## config.mk

```make
export PLATFORM = sky130hd
export DESIGN_NAME = grf_write_arbiter
export DESIGN_NICKNAME = d
export VERILOG_FILES = /design/src/rtl/grf_wb_pkg.sv /design/src/rtl/grf_wb_queue.sv /design/src/rtl/grf_write_arbiter.sv
export SDC_FILE = /design/constraint.sdc
export NUM_CORES = 1
export LEC_CHECK = 0
export ABC_AREA = 0
export CORE_ASPECT_RATIO = 1.1
export CORE_MARGIN = 2
export CORE_UTILIZATION = 55
export CTS_CLUSTER_DIAMETER = 60
export CTS_CLUSTER_SIZE = 28
export DETAILED_ROUTE_END_ITERATION = 8
export GPL_ROUTABILITY_DRIVEN = 0
export GPL_TIMING_DRIVEN = 0
export PLACE_DENSITY_LB_ADDON = 0.2
export SLEW_MARGIN = 20
export SYNTH_ARGS = -nofsm -noshare
export SYNTH_HDL_FRONTEND = slang
export SYNTH_SLANG_ARGS = --single-unit
```

## constraint.sdc

```tcl
create_clock -name clk -period 3.55 [get_ports clk]
set_input_delay 0.71 -clock clk [delete_from_list [all_inputs] [get_ports clk]]
set_output_delay 0.71 -clock clk [all_outputs]
set_load 0.1 [all_outputs]
```

## src/rtl/grf_wb_pkg.sv

```systemverilog
// Shared types for the GRF write arbiter and its MDU result queue.
// Entry layout: live flag, destination register, result and PC+4.
package grf_wb_pkg;

  localparam int REG_W  = 5;
  localparam int DATA_W = 32;
  localparam logic [REG_W-1:0] REG_ZERO = 5'd0;

  typedef struct packed {
    logic              live;
    logic [REG_W-1:0]  addr;
    logic [DATA_W-1:0] data;
    logic [DATA_W-1:0] pc4;
  } wb_entry_t;

  function automatic logic [31:0] reg_onehot(
    input logic [REG_W-1:0] a
  );
    logic [31:0] m;
    m    = '0;
    m[a] = 1'b1;
    return m;
  endfunction

endpackage

```

## src/rtl/grf_wb_queue.sv

```systemverilog
// DEPTH-entry circular buffer of MDU results.
// Entries hit by a newer WB write to the same register are killed in place.
import grf_wb_pkg::*;

module grf_wb_queue #(
  parameter int DEPTH = 4,
  localparam int PTR_W = $clog2(DEPTH),
  localparam int CNT_W = PTR_W + 1
) (
  input  logic             clk,
  input  logic             reset,
  input  logic             push,
  input  wb_entry_t        push_entry,
  input  logic             pop,
  input  logic             kill,
  input  logic [REG_W-1:0] kill_addr,
  output wb_entry_t        head,
  output logic             full,
  output logic             empty,
  output logic [CNT_W-1:0] count,
  output logic [31:0]      pend_mask
);

  wb_entry_t        q [DEPTH];
  logic [PTR_W-1:0] head_ptr;
  logic [PTR_W-1:0] tail_ptr;

  assign head  = q[head_ptr];
  assign full  = (count == CNT_W'(DEPTH));
  assign empty = (count == '0);

  always_ff @(posedge clk or negedge reset) begin
    if (!reset) begin
      for (int i = 0; i < DEPTH; i++) begin
        q[i] <= '0;
      end
      head_ptr <= '0;
      tail_ptr <= '0;
      count    <= '0;
    end else begin
      if (kill) begin
        for (int i = 0; i < DEPTH; i++) begin
          if (q[i].addr == kill_addr) begin
            q[i].live <= 1'b0;
          end
        end
      end
      if (pop) begin
        q[head_ptr].live <= 1'b0;
        head_ptr         <= head_ptr + PTR_W'(1);
      end
      // a same-cycle push is newer than the killing WB write
      if (push) begin
        q[tail_ptr] <= push_entry;
        tail_ptr    <= tail_ptr + PTR_W'(1);
      end
      unique case ({push, pop})
        2'b10:   count <= count + CNT_W'(1);
        2'b01:   count <= count - CNT_W'(1);
        default: count <= count;
      endcase
    end
  end

  always_comb begin
    pend_mask = '0;
    for (int i = 0; i < DEPTH; i++) begin
      if (q[i].live) begin
        pend_mask = pend_mask | reg_onehot(q[i].addr);
      end
    end
  end

endmodule

```

## src/rtl/grf_write_arbiter.sv

```systemverilog
// GRF write port front end: WB stage wins, queued MDU results fill idle cycles.
// Optional WB_TRACE_EN prints the GRF trace line for each registered write.
import grf_wb_pkg::*;

module grf_write_arbiter #(
  parameter int DEPTH = 4
) (
  input  logic                   clk,
  input  logic                   reset,
  input  logic                   wb_we,
  input  logic [4:0]             wb_addr,
  input  logic [31:0]            wb_data,
  input  logic [31:0]            wb_pc4,
  input  logic                   mdu_valid,
  output logic                   mdu_ready,
  input  logic [4:0]             mdu_addr,
  input  logic [31:0]            mdu_data,
  input  logic [31:0]            mdu_pc4,
  output logic                   grf_we,
  output logic [4:0]             grf_addr,
  output logic [31:0]            grf_data,
  output logic [31:0]            grf_pc4,
  output logic [31:0]            pend_mask,
  output logic [$clog2(DEPTH):0] q_count
);

  logic      ready_en;
  logic      wb_issue;
  logic      push;
  logic      pop;
  logic      full;
  logic      empty;
  wb_entry_t push_entry;
  wb_entry_t head;

  assign wb_issue  = wb_we && (wb_addr != REG_ZERO);
  assign mdu_ready = ready_en && !full;
  // writes to $0 are acknowledged but never enter the queue
  assign push      = mdu_valid && mdu_ready && (mdu_addr != REG_ZERO);
  assign pop       = !wb_issue && !empty;

  assign push_entry = '{
    live: 1'b1,
    addr: mdu_addr,
    data: mdu_data,
    pc4:  mdu_pc4
  };

  grf_wb_queue #(
    .DEPTH (DEPTH)
  ) u_queue (
    .clk        (clk),
    .reset      (reset),
    .push       (push),
    .push_entry (push_entry),
    .pop        (pop),
    .kill       (wb_issue),
    .kill_addr  (wb_addr),
    .head       (head),
    .full       (full),
    .empty      (empty),
    .count      (q_count),
    .pend_mask  (pend_mask)
  );

  always_ff @(posedge clk or negedge reset) begin
    if (!reset) begin
      ready_en <= 1'b0;
    end else begin
      ready_en <= 1'b1;
    end
  end

  always_ff @(posedge clk or negedge reset) begin
    if (!reset) begin
      grf_we   <= 1'b0;
      grf_addr <= '0;
      grf_data <= '0;
      grf_pc4  <= '0;
    end else begin
      unique case (1'b1)
        wb_issue: begin
          grf_we   <= 1'b1;
          grf_addr <= wb_addr;
          grf_data <= wb_data;
          grf_pc4  <= wb_pc4;
        end
        pop: begin
          grf_we <= head.live;
          if (head.live) begin
            grf_addr <= head.addr;
            grf_data <= head.data;
            grf_pc4  <= head.pc4;
          end
        end
        default: grf_we <= 1'b0;
      endcase
    end
  end

`ifdef WB_TRACE_EN
  always @(posedge clk) begin
    if (grf_we) begin
      $display("%d@%h: $%d <= %h", $time, grf_pc4 - 32'd4,
               grf_addr, grf_data);
    end
  end
`else
`endif

endmodule
```

==> results.sh <==
export IMPL_outcome="completed"
export IMPL_multi_input_area_sq_um=8030
export IMPL_finClkSkew_ns=0.0225
export IMPL_clk_path_buf_depth=3
export IMPL_synth_compound_area_frac=0.0344
export IMPL_synth_simple_area_share=0.0312
export IMPL_finalPower_mw=23.3
export IMPL_cts_tree="built"
export IMPL_dr_pass1_iters=6
export IMPL_cpPeakStageDelay_ns=0.61
export IMPL_area_delta_synth_final_pct=23.6
export IMPL_placed_area_sq_um=20600
export IMPL_yosysSeqAreaShare=0.509
export IMPL_die_height_microns=192
export IMPL_reg2regPathDepth=12
export IMPL_hold_viol=0
export IMPL_cp_startpoint="u_queue.q[276]$_DFFE_PN0P_"
export IMPL_final_area_sq_um=21700
export IMPL_p_per_area_nw_per_um2=1070
export IMPL_slowest_stage="clkdlybuf4s15_2"
export IMPL_clkSlewWorstSetupHoldPaths_ns=0.09
export IMPL_synth_top_family_by_area="multiplexers"
export IMPL_vias=11000
export IMPL_h_tree_depth=1
export IMPL_synth_fa_ha_area_frac=0.00754
export IMPL_synth_edff_count=0
export IMPL_drv_cap=0
export IMPL_crit_type="reg2out"
export IMPL_synth_cells=1133
export IMPL_slew_violations=0
export IMPL_ios=248
export IMPL_cp_max_fo=10
export IMPL_layout_nets=1561
export IMPL_drt_wl_total_microns=40500
export IMPL_arrival_ns=2.79
export IMPL_clock_latency_ns=0.57
export IMPL_layout_area_seq_sq_um=8960
export IMPL_end_kind="output port"
export IMPL_cts_root_buf="clkbuf_16"
export IMPL_fp_row_count=68
export IMPL_numPortBuffers=241
export IMPL_period_share=0.986
export IMPL_coreArea_sq_um=31400
export IMPL_avgRoutedWirePerCell_microns=21.9
export IMPL_layout_common_cells="358 x dfrtp_1, 300 x mux2_2, 208 x clkdlybuf4s50_1"
export IMPL_synth_seq_cells=358
export IMPL_die_area_sq_um=33400
export IMPL_hold_start="u_queue.q[202]$_DFFE_PN0P_"
export IMPL_grt_pass1_wl_microns=64600
export IMPL_setup_violations_final=0
export IMPL_crit_chain="clkbuf_1, nor3b_1, a22oi_1, o221ai_1, clkdlybuf4s15_2"
export IMPL_overflow=0
export IMPL_slew_headroom=0.329
export IMPL_syn_num_nets=1285
export IMPL_die_w_microns=174
export IMPL_required_ns=2.84
export IMPL_final_common_cell="dfrtp_1"
export IMPL_yosysWarnings=0
export IMPL_synth_main_ff_cell="dfrtp_1"
export IMPL_synth_xor_area_frac=0.0125
export IMPL_fmax_mhz=286
export IMPL_ant_nets=0
export IMPL_timing_rr_start="u_queue.count[1]$_DFFE_PN0P_"
export IMPL_final_core_util=0.692
export IMPL_cp_start_kind="flop"
export IMPL_ir_worst_vdd_mv=0.852
export IMPL_start_util=0.560
export IMPL_dp_hpwl_microns=27500
export IMPL_syn_area_per_cell_sq_um=15.5
export IMPL_leakagePower_nw=9.26
export IMPL_grt_pass1_vias=11700
export IMPL_clkSinkCount=358
export IMPL_antenna_cells=0
export IMPL_syn_area_sq_um=17600
export IMPL_track_usage=0.245
export IMPL_post_route_drc_count=0
export IMPL_drive_gt1_frac=0.418
export IMPL_antenna_found_initial=0
export IMPL_nFillCells=2163
export IMPL_fin_crit_ns=3.50
export IMPL_synth_distinct_cells=44
export IMPL_grt_max_degree=95
export IMPL_r2r_slack_ns=0.62
export IMPL_synth_mux_area_frac=0.370
export IMPL_vias_per_cell=5.95
export IMPL_drt_iter0_drc=764
export IMPL_hold_class="reg2reg"
export IMPL_cts_buffers=29
export IMPL_rsz0062_at_grt="false"
export IMPL_async_flop_share=1.00
export IMPL_hold_depth=1
export IMPL_worst_pin_slew_ns=1.00
## power by group
part	switching, mW	internal [mW]	total, mW
clock	1.84	1.82	3.67
sequential	1.17	6.13	7.29
combinational	7.14	5.20	12.3
total	10.2	13.2	23.3
## cell type report
type	instances	share of cell area
Clock buffer	29	0.0334
Timing Repair Buffer	246	0.114
Inverter	9	0.00155
Clock inverter	25	0.0181
Tap cell	420	0.0242
Multi-Input combinational cell	679	0.369
Buffer	86	0.0266
Sequential cell	358	0.412
## synthesized netlist by cell type, drive strengths merged, types with 2 or more instances
cell / instances / share of area
buf: 57 / 0.027
o22ai: 15 / 0.0053
a22oi: 16 / 0.0068
nor3: 6 / 0.0017
nand4: 4 / 0.0014
nand3: 9 / 0.0054
o221ai: 16 / 0.0080
a32o: 4 / 0.0023
ha: 9 / 0.0064
mux2: 412 / 0.28
nand3b: 10 / 0.0043
nor3b: 8 / 0.0034
or3: 4 / 0.0014
o21ai: 3 / 0.00085
xor2: 14 / 0.0070
inv: 9 / 0.0019
xnor2: 11 / 0.0055
nor2: 9 / 0.0019
and3: 5 / 0.0018
and3b: 6 / 0.0030
a221o: 15 / 0.0085
mux4: 70 / 0.090
dfrtp: 358 / 0.51
nand2: 13 / 0.0028
clkbuf: 30 / 0.0064
and2: 2 / 0.00071
or3b: 6 / 0.0030
mux2i: 3 / 0.0017
## cell families (layout without fill, tap and decap cells)
group                    after synthesis  in the layout
buffers and inverters                 96            395
multiplexers                         485            485
AND/OR/NAND/NOR                       83             83
AO/OA/AOI/OAI                         75             75
other                                  1              1
adder cells (fa/ha/maj)               10             10
XOR/XNOR                              25             25
flip-flops                           358            358
## timing repair
| item | CTS | global route |
|---|---|---|
| hold buffers | 1 | 0 |
| endpoints found under the setup margin | 32 | 20 |
| buffers inserted | 0 | 0 |
| hold endpoints to repair | 29 | 0 |
| pin swaps | 0 | 0 |
| gates resized for setup | 72 | 33 |
## worst max-delay path: cells and delay by family, from the launching register on
kind | cells | cell delay, ns
buf+inv | 2 | 1.07
flops | 1 | 0.36
compound gates | 2 | 0.31
simple gates | 1 | 0.49
## metrics by stage
stage / setup WS, ns / hold WS, ns / setup TNS [ns] / cells
floorplan: 0.179 / 0.414 / 0 / 1133
global placement: -13.75 / 0.468 / -4906.84 / 1794
detailed placement: -0.320 / 0.478 / -1.51 / 1798
CTS: 0.0189 / 0.497 / 0 / 1853
global route: 0.00133 / 0.513 / 0 / 1852
finish: 0.0493 / 0.494 / 0 / 1852
## state kept, by name (all words and copies together) (netlist names)
register	cells
u_queue.count	3
u_queue.q	280
grf_pc4	32
ready_en	1
u_queue.head_ptr	2
u_queue.tail_ptr	2
grf_addr	5
grf_data	32
grf_we	1
## worst paths after layout
kind	endpoint
min in group asynchronous	grf_data[29]$_DFFE_PN0P_
max reg2reg	u_queue.count[2]$_DFFE_PN0P_
min	u_queue.q[202]$_DFFE_PN0P_
max in group asynchronous	u_queue.q[235]$_DFFE_PN0P_
min reg2reg	u_queue.q[202]$_DFFE_PN0P_
max	pend_mask[6]
## metal layers
layer	track usage	up-vias	part of all wire
met2	0.412	391	0.49
li1	-	4828	-
met5	0	-	0
met1	0.333	5689	0.42
met3	0.0372	110	0.058
met4	0.0721	0	0.031
Note: power is estimated with default switching activity, not from simulation.
